## src/rtl/frame_pkg.sv

```systemverilog
// Shared definitions for the frame packer.
// Holds the FSM state encoding and the default header sync byte.
package frame_pkg;

  typedef enum logic [1:0] {
    S_HDR = 2'd0,  // emit header {sync, seq}
    S_PAY = 2'd1,  // pass payload words through
    S_SUM = 2'd2   // emit two's-complement checksum
  } state_t;

  localparam logic [7:0] SYNC_DEFAULT = 8'hA5;

endpackage

```

## src/rtl/frame_out_slot.sv

```systemverilog
// Single-entry output register for the frame packer.
// Ports:
//   clk, rst      - clock, asynchronous active-high reset
//   load          - capture load_data/load_last this cycle (only when slot_free)
//   load_data     - word to place in the slot
//   load_last     - word is the frame checksum
//   output_enable - downstream accepts the slot contents this cycle
//   output_valid  - slot holds a word
//   data_out      - slot word
//   frame_last    - slot word is the checksum
//   slot_free     - slot can take a new word at the next edge
module frame_out_slot (
  input  logic        clk,
  input  logic        rst,
  input  logic        load,
  input  logic [15:0] load_data,
  input  logic        load_last,
  input  logic        output_enable,
  output logic        output_valid,
  output logic [15:0] data_out,
  output logic        frame_last,
  output logic        slot_free
);

  // The slot may be refilled on the same edge its word is taken downstream,
  // which keeps the stream bubble-free.
  assign slot_free = !output_valid || output_enable;

  always_ff @(posedge clk or posedge rst) begin
    if (rst) begin
      output_valid <= 1'b0;
      data_out     <= 16'h0000;
      frame_last   <= 1'b0;
    end else if (load) begin
      output_valid <= 1'b1;
      data_out     <= load_data;
      frame_last   <= load_last;
    end else if (output_enable) begin
      // Drained with nothing to replace it: data_out keeps its old value.
      output_valid <= 1'b0;
      frame_last   <= 1'b0;
    end
  end

endmodule

```

## src/rtl/frame_packer.sv

```systemverilog
// Frame packer: wraps a stream of 16-bit payload words into frames of
//   header {SYNC, seq}, PAYLOAD_WORDS payload words, checksum.
// The checksum makes the 16-bit sum of all frame words equal zero.
// Handshake: on either side a word moves at a rising clk edge where the
// valid and enable of that side are both high; the two sides are independent.
// Ports:
//   clk, rst      - clock, asynchronous active-high reset
//   input_valid   - upstream word available on data_in
//   input_enable  - packer accepts data_in this cycle
//   data_in       - payload word
//   output_valid  - data_out holds a frame word
//   output_enable - downstream accepts data_out this cycle
//   data_out      - frame word
//   frame_last    - data_out is the checksum word
module frame_packer
  import frame_pkg::*;
#(
  parameter int          PAYLOAD_WORDS = 4,
  parameter logic [7:0]  SYNC          = SYNC_DEFAULT
) (
  input  logic        clk,
  input  logic        rst,
  input  logic        input_valid,
  output logic        input_enable,
  input  logic [15:0] data_in,
  output logic        output_valid,
  input  logic        output_enable,
  output logic [15:0] data_out,
  output logic        frame_last
);

  localparam logic [7:0] LAST_IDX = 8'(PAYLOAD_WORDS - 1);

  state_t      state, state_next;
  logic [7:0]  seq;
  logic [7:0]  cnt;
  logic [15:0] sum;
  logic        slot_free;
  logic        load;
  logic        load_last;
  logic [15:0] load_data;
  logic        in_xfer;

  assign in_xfer = input_valid && input_enable;

  frame_out_slot u_slot (
    .clk           (clk),
    .rst           (rst),
    .load          (load),
    .load_data     (load_data),
    .load_last     (load_last),
    .output_enable (output_enable),
    .output_valid  (output_valid),
    .data_out      (data_out),
    .frame_last    (frame_last),
    .slot_free     (slot_free)
  );

  // State register
  always_ff @(posedge clk or posedge rst) begin
    if (rst) state <= S_HDR;
    else     state <= state_next;
  end

  // Next-state logic
  always_comb begin
    state_next = state;
    case (state)
      S_HDR:   if (slot_free) state_next = S_PAY;
      S_PAY:   if (in_xfer && (cnt == LAST_IDX)) state_next = S_SUM;
      S_SUM:   if (slot_free) state_next = S_HDR;
      default: state_next = S_HDR;
    endcase
  end

  // Output logic: what goes into the slot this cycle
  always_comb begin
    input_enable = 1'b0;
    load         = 1'b0;
    load_data    = 16'h0000;
    load_last    = 1'b0;
    case (state)
      S_HDR: begin
        load      = slot_free;
        load_data = {SYNC, seq};
      end
      S_PAY: begin
        // Combinational from output_enable so a stalled slot blocks input
        // while a draining slot accepts in the same cycle.
        input_enable = slot_free;
        load         = in_xfer;
        load_data    = data_in;
      end
      S_SUM: begin
        load      = slot_free;
        load_data = 16'h0000 - sum;
        load_last = 1'b1;
      end
      default: ;
    endcase
  end

  // Frame bookkeeping: sequence number, running sum, payload count
  always_ff @(posedge clk or posedge rst) begin
    if (rst) begin
      seq <= 8'h00;
      sum <= 16'h0000;
      cnt <= 8'h00;
    end else begin
      case (state)
        S_HDR: if (slot_free) begin
          sum <= {SYNC, seq};
          cnt <= 8'h00;
        end
        S_PAY: if (in_xfer) begin
          sum <= sum + data_in;
          cnt <= cnt + 8'h01;
        end
        S_SUM: if (slot_free) seq <= seq + 8'h01;
        default: ;
      endcase
    end
  end

endmodule

```

## config.mk

```make
export PLATFORM = sky130hd
export DESIGN_NAME = frame_packer
export DESIGN_NICKNAME = d
export VERILOG_FILES = /design/src/rtl/frame_pkg.sv /design/src/rtl/frame_out_slot.sv /design/src/rtl/frame_packer.sv
export SDC_FILE = /design/constraint.sdc
export NUM_CORES = 1
export LEC_CHECK = 0
export ABC_AREA = 0
export BUFFER_PORTS_ARGS = -buffer_cell sky130_fd_sc_hd__buf_2
export CAP_MARGIN = 20
export CORE_ASPECT_RATIO = 1.25
export CORE_UTILIZATION = 35
export DETAILED_ROUTE_END_ITERATION = 10
export PLACE_DENSITY = 0.53
export SYNTH_ARGS = -nofsm -noshare
export SYNTH_HDL_FRONTEND = slang
export SYNTH_SLANG_ARGS = --single-unit
export TNS_END_PERCENT = 10
```

## constraint.sdc

```tcl
create_clock -name clk -period 3.8 [get_ports clk]
set_input_delay 0.38 -clock clk [delete_from_list [all_inputs] [get_ports clk]]
set_output_delay 0.38 -clock clk [all_outputs]
set_load 0.005 [all_outputs]
```

Yosys cells after proc, flatten, opt, wreduce, memory -nomap -nowiden:

Index checks and enable logic that the tools add are counted.

* register bits after elaboration: 52
* output and inout port bits: 19
* input bits: 20
* logic and storage cells: 46

* multiplexer cells: 17
* equal/unequal tests: 7
* reductions and logical operators: 11
* $add $sub $neg: 4

Operators by type and width (count)
* 16-bit case mux with 3 select lines: 1
* 16-bit 2-to-1 mux: 2
* 16-bit case mux with 2 select lines: 1
* 16-bit adder: 1
* 8-bit by 1-bit adder with 8-bit output, second input constant: 2
* 8-bit 2-to-1 mux: 2
* 8-bit case mux with 2 select lines: 1
* 1-bit by 16-bit subtractor with 16-bit output, first input constant: 1
* 8-bit by 2-bit equality test with 1-bit output, second input constant: 1
* 2-bit inequality test, second input constant: 4
* 2-bit 2-to-1 mux: 3
* 2-bit case mux with 3 select lines: 1
* 3-bit AND reduction: 2
* 1-bit 2-to-1 mux: 5
* 2-bit nonzero test: 2
* 2-bit by 1-bit equality test with 1-bit output, second input constant: 1
* 2-bit equality test, second input constant: 1
* 1-bit logical AND: 2
* 2-bit zero test: 1
* 1-bit case mux with 2 select lines: 1
* 2-bit AND reduction: 1
* 2-bit OR reduction: 1
* 1-bit zero test: 1
* 1-bit logical OR: 1

Longest topological paths before layout:

* depth after elaboration: 7
* depth in mapped cells: 9
* mapped depth without buffers: 9

Modules after synthesis:

Synthesis repeated with hierarchy kept, for this count alone.

* cells, all modules: 370
* area total of the unflattened synthesis: 3478.3 µm²

Modules (own cells, without submodules)
* frame_packer: cells each 329, area an instance 2761.4 µm², sequential area each 850.8 µm², times used 1
* frame_out_slot: cells each 41, area an instance 716.9 µm², sequential area each 450.4 µm², times used 1

Worst setup path before layout:

OpenSTA, ideal clock, no wires.

* kind: reg-to-reg
* start point: reg sum[6]
* end point: reg u_slot.data_out[15]
* data required time: 3.675 ns
* library setup time: 0.125 ns
* arrival time: 2.209 ns
* slack: 1.466 ns
* buffers on the path: 0
* cell stages (with the launch flop): 8
* clock period less this slack: 2.334 ns
* cells stage by stage: dfrtp_1 or4_4 or4_4 or2_4 nor3_2 xor2_1 a21oi_1 mux2_4

* longest elaborated chain between the ends: 2

RTL lines
* start, declared: RTL line frame_packer.sv:37 `logic [15:0] sum;`
* start signal, assigned: RTL line frame_packer.sv:112 `sum <= {SYNC, seq};`
* start signal, assigned: RTL line frame_packer.sv:116 `sum <= sum + data_in;`
* 1-bit by 16-bit subtractor with 16-bit output: RTL line frame_packer.sv:96 `load_data = 16'h0000 - sum;`
* 16-bit case mux with 3 select lines: RTL line frame_packer.sv:82 `case (state)`
* end signal, assigned: RTL line frame_out_slot.sv:36 `data_out <= load_data;`
* end, declared: RTL line frame_out_slot.sv:20 `output logic [15:0] data_out,`

No other way between the ends.
A chain may end at the register's enable or synchronous reset.

Worst setup path after layout:

* start point: reg sum[0]
* end point: reg sum[12]

* longest elaborated chain between the ends: 3

RTL lines
* 16-bit adder: RTL line frame_packer.sv:116
* 16-bit 2-to-1 mux: RTL line frame_packer.sv:115 `S_PAY: if (in_xfer) begin`
* 16-bit case mux with 2 select lines: RTL line frame_packer.sv:110 `case (state)`

No other way between the ends. The select of a mux whose other input is x is not followed.

==> summary.md <==
| Metric | Value |
|---|---|
| Max-Cap Viols | 0 |
| Startpoint types | flop |
| Seq/Total Area, Yosys | 0.398 |
| Unrepaired setup endpoints after global routing | no |
| First-pass GRT wire length | 13,500 µm |
| Net count, final | 437 |
| Synth unique cells | 48 |
| Vias per inst | 5.32 |
| Initial DRC count | 122 |
| Count of input and output buffers | 38 |
| Clock power frac | 0.169 |
| Max Fclk | 366 MHz |
| Largest net degree at the start of global routing | 34 |
| Antenna Nets Post-Route | 0 |
| Switching Fraction | 0.422 |
| Synthesis Warnings | 0 |
| Die Wd | 88.4 µm |
| Clock Latency Late Sink | 0.29 ns |
| Worst hold path type | input port to asynchronous set/reset pin |
| Combinational fraction of design power | 0.468 |
| Synthesized net count | 400 |
| CTS Buffer Depth | 2 |
| Critical path data required time | 4.00 ns |
| Critical-path cell list | ha_1 > fa_1 > a21oi_1 > o21a_1 > o21ai_0 > a211oi_1 > o21ai_0 > and3_1 > o31ai_1 |
| Final hold viol count | 0 |
| CTS root buf | clkbuf_16 |
| Leakage | 0.00163 µW |
| Power Total | 2760 µW |
| Post-synth top area share | 0.398 |
| Synth Instances | 361 |
| Diodes inserted | 0 |
| Most used cell, CP | o21ai_0 |
| Async set-reset flop share out of synthesis | 1.00 |
| Core area | 0.00908 mm² |
| Critical path arrival | 2.93 ns |
| Die height | 110 µm |
| Post-route cell area | 0.00372 mm² |
| GRT overflow | 0 |
| Cell Area, Synth | 0.00327 mm² |
| Post-synth top flop | dfrtp_1 |
| Total die area | 0.00972 mm² |
| Clock skew | 0.00404 ns |
| Gpl congestion | 0.831 |
| Post_cts resized | 0 |
| Pre-antenna DRT Iters | 4 |
| Setup bufs post-CTS | 0 |
| Worst stage delay on the critical path | 0.44 ns |
| Post-route clock period utilization | 0.719 |
| Area contributors post-synth | dfrtp_1, a21oi_1, ha_1 |
| Setup tns final | 0 ns |
| Critical-path maximum fanout | 6 |
| Pins over their slew limit | 0 |
| Row count | 39 |
| Tot GR Track Use | 0.184 |
| Worst rel slew slack | 0.399 |
| Synth top cells by count | dfrtp_1, a21oi_1, nor2_1 |
| IO Pins | 39 |
| DP Area | 0.00358 mm² |
| Number of global-route vias before repair | 2,652 |
| CP max stage cell | dfrtp_1 |
| HPWL after DPL | 6410 µm |
| Clock transition at path regs | 0.07 ns |
| Area growth syn-to-layout | 13.9% |
| Outcome | complete, no violations |
| CTS tree | done |
| Critical Path End Type | flop |
| Reg power frac | 0.363 |
| Post-synth EDFFs | 0 |
| Layout cells sized above 1 | 0.155 |
| DRC viols | 0 |
| Post-Route WL | 8540 µm |
| Initial antenna violation count | 0 |
| Sw Pwr | 1160 µW |
| Min Tclk post-route | 2.73 ns |
| Endpoints failing setup | 0 |
| Syn_area_per_cell | 9.05 µm² |
| Worst-margin pin slew | 0.898 ns |
| Yosys reg bits | 52 |
| Cts hold-fix bufs | 0 |
| Cell taking the most area after synthesis | dfrtp_1 |
| Pwr/cell area | 741 mW/mm² |
| Initial Utilization | 0.360 |
| Max rail drop VDD | 306 µV |
| Count leader, synth | dfrtp_1 |
| Total CTS buffers | 5 |
| Critical setup path kind | flop to flop |
| Int Pwr | 1600 µW |
| Clock Sinks | 52 |
| Via count | 2,777 |
| H-tree depth | 2 |
| Routed wire per std cell | 16.4 µm |
-- critical path, delay by kind of cell, from the launching register on --
| kind | cells | cell delay, ns |
|---|---|---|
| compound gates | 6 | 1.36 |
| fa+ha+maj | 2 | 0.64 |
| flops | 1 | 0.44 |
| simple gates | 1 | 0.19 |
-- stage by stage --
stage | hold WS (ns) | cells | setup WS, ns | utilization
finish | 0.212 | 522 | 1.07 | 0.410
global route | 0.276 | 522 | 0.900 | 0.410
CTS | 0.245 | 522 | 1.07 | 0.410
detailed placement | 0.490 | 514 | 1.04 | 0.394
global placement | 0.485 | 514 | 1.12 | 0.394
floorplan | 0.466 | 361 | 1.47 | -
-- registers in the layout (all words and copies together) (netlist names) --
| register | cells |
|---|---|
| cnt | 8 |
| seq | 8 |
| state | 2 |
| sum | 16 |
| u_slot.data_out | 16 |
| u_slot.frame_last | 1 |
| u_slot.output_valid | 1 |
-- cells in the final DEF, fill, tap and decap left out, types with 2 or more instances in the layout --
cell	count
or4_2	2
mux2_2	3
buf_2	38
nand4_1	5
a211oi_1	2
or4_4	2
a21o_1	3
a22oi_1	9
nand2b_1	2
nand2_1	26
and3_1	4
a222oi_1	2
nor3_1	10
o211ai_1	3
o21ai_0	20
nand3_1	11
nor3b_1	2
xnor2_1	14
inv_1	10
buf_4	4
and2_1	2
a31oi_1	2
xor2_1	23
nor2_1	43
o21a_1	3
o31ai_1	2
mux2i_1	8
clkbuf_16	5
ha_1	18
a21oi_1	46
dfrtp_1	52
-- layout make-up --
class	instances	area [µm²]
fillers	970	5360
multi-input cells	285	1860
flip-flops and latches	52	1300
repair buffers	42	220
well taps	123	154
clock buffers	6	129
inverters	12	45.0
clock inverters	2	16.3
-- logic make-up after synthesis --
logic type | count (synthesis) | synth area share
and+or+nand+nor | 118 | 0.175
AOI/OAI and AO/OA | 99 | 0.179
DFF | 52 | 0.398
xor gates and xnor gates | 37 | 0.0992
buffers and inverters | 24 | 0.0345
adders and majority gates | 19 | 0.0751
muxes | 12 | 0.0395
-- worst paths after layout --
check	startpoint	to	slack, ns	depth (start not counted)
min in group clk	output_enable	u_slot.frame_last	0.31	2
min	rst	u_slot.data_out[9]	0.21	2
max reg2reg	sum[0]	sum[12]	1.07	9
min reg2reg	cnt[1]	cnt[1]	0.50	2
max	sum[0]	sum[12]	1.07	9
max in group asynchronous	rst	sum[4]	2.82	3
-- power groups by stage --
stage	combinational [µW]	clock (µW)	sequential, µW
4_1_cts	1300	477	1000
2_1_floorplan	982	0	944
3_3_place_gp	1280	0	1000
6_report	1290	466	1000
5_1_grt	1490	491	1040
3_5_place_dp	1290	0	1010
-- per-layer routing --
metal / vias to the layer above / track usage / routed length (µm)
met3: 10 / 0.0246 / 211
li1: 1373 / - / -
met4: 0 / 0.0599 / 174
met2: 40 / 0.320 / 4340
met1: 1354 / 0.235 / 3810
met5: - / 0 / 0
No activity file was read; power rests on OpenSTA's default activity.
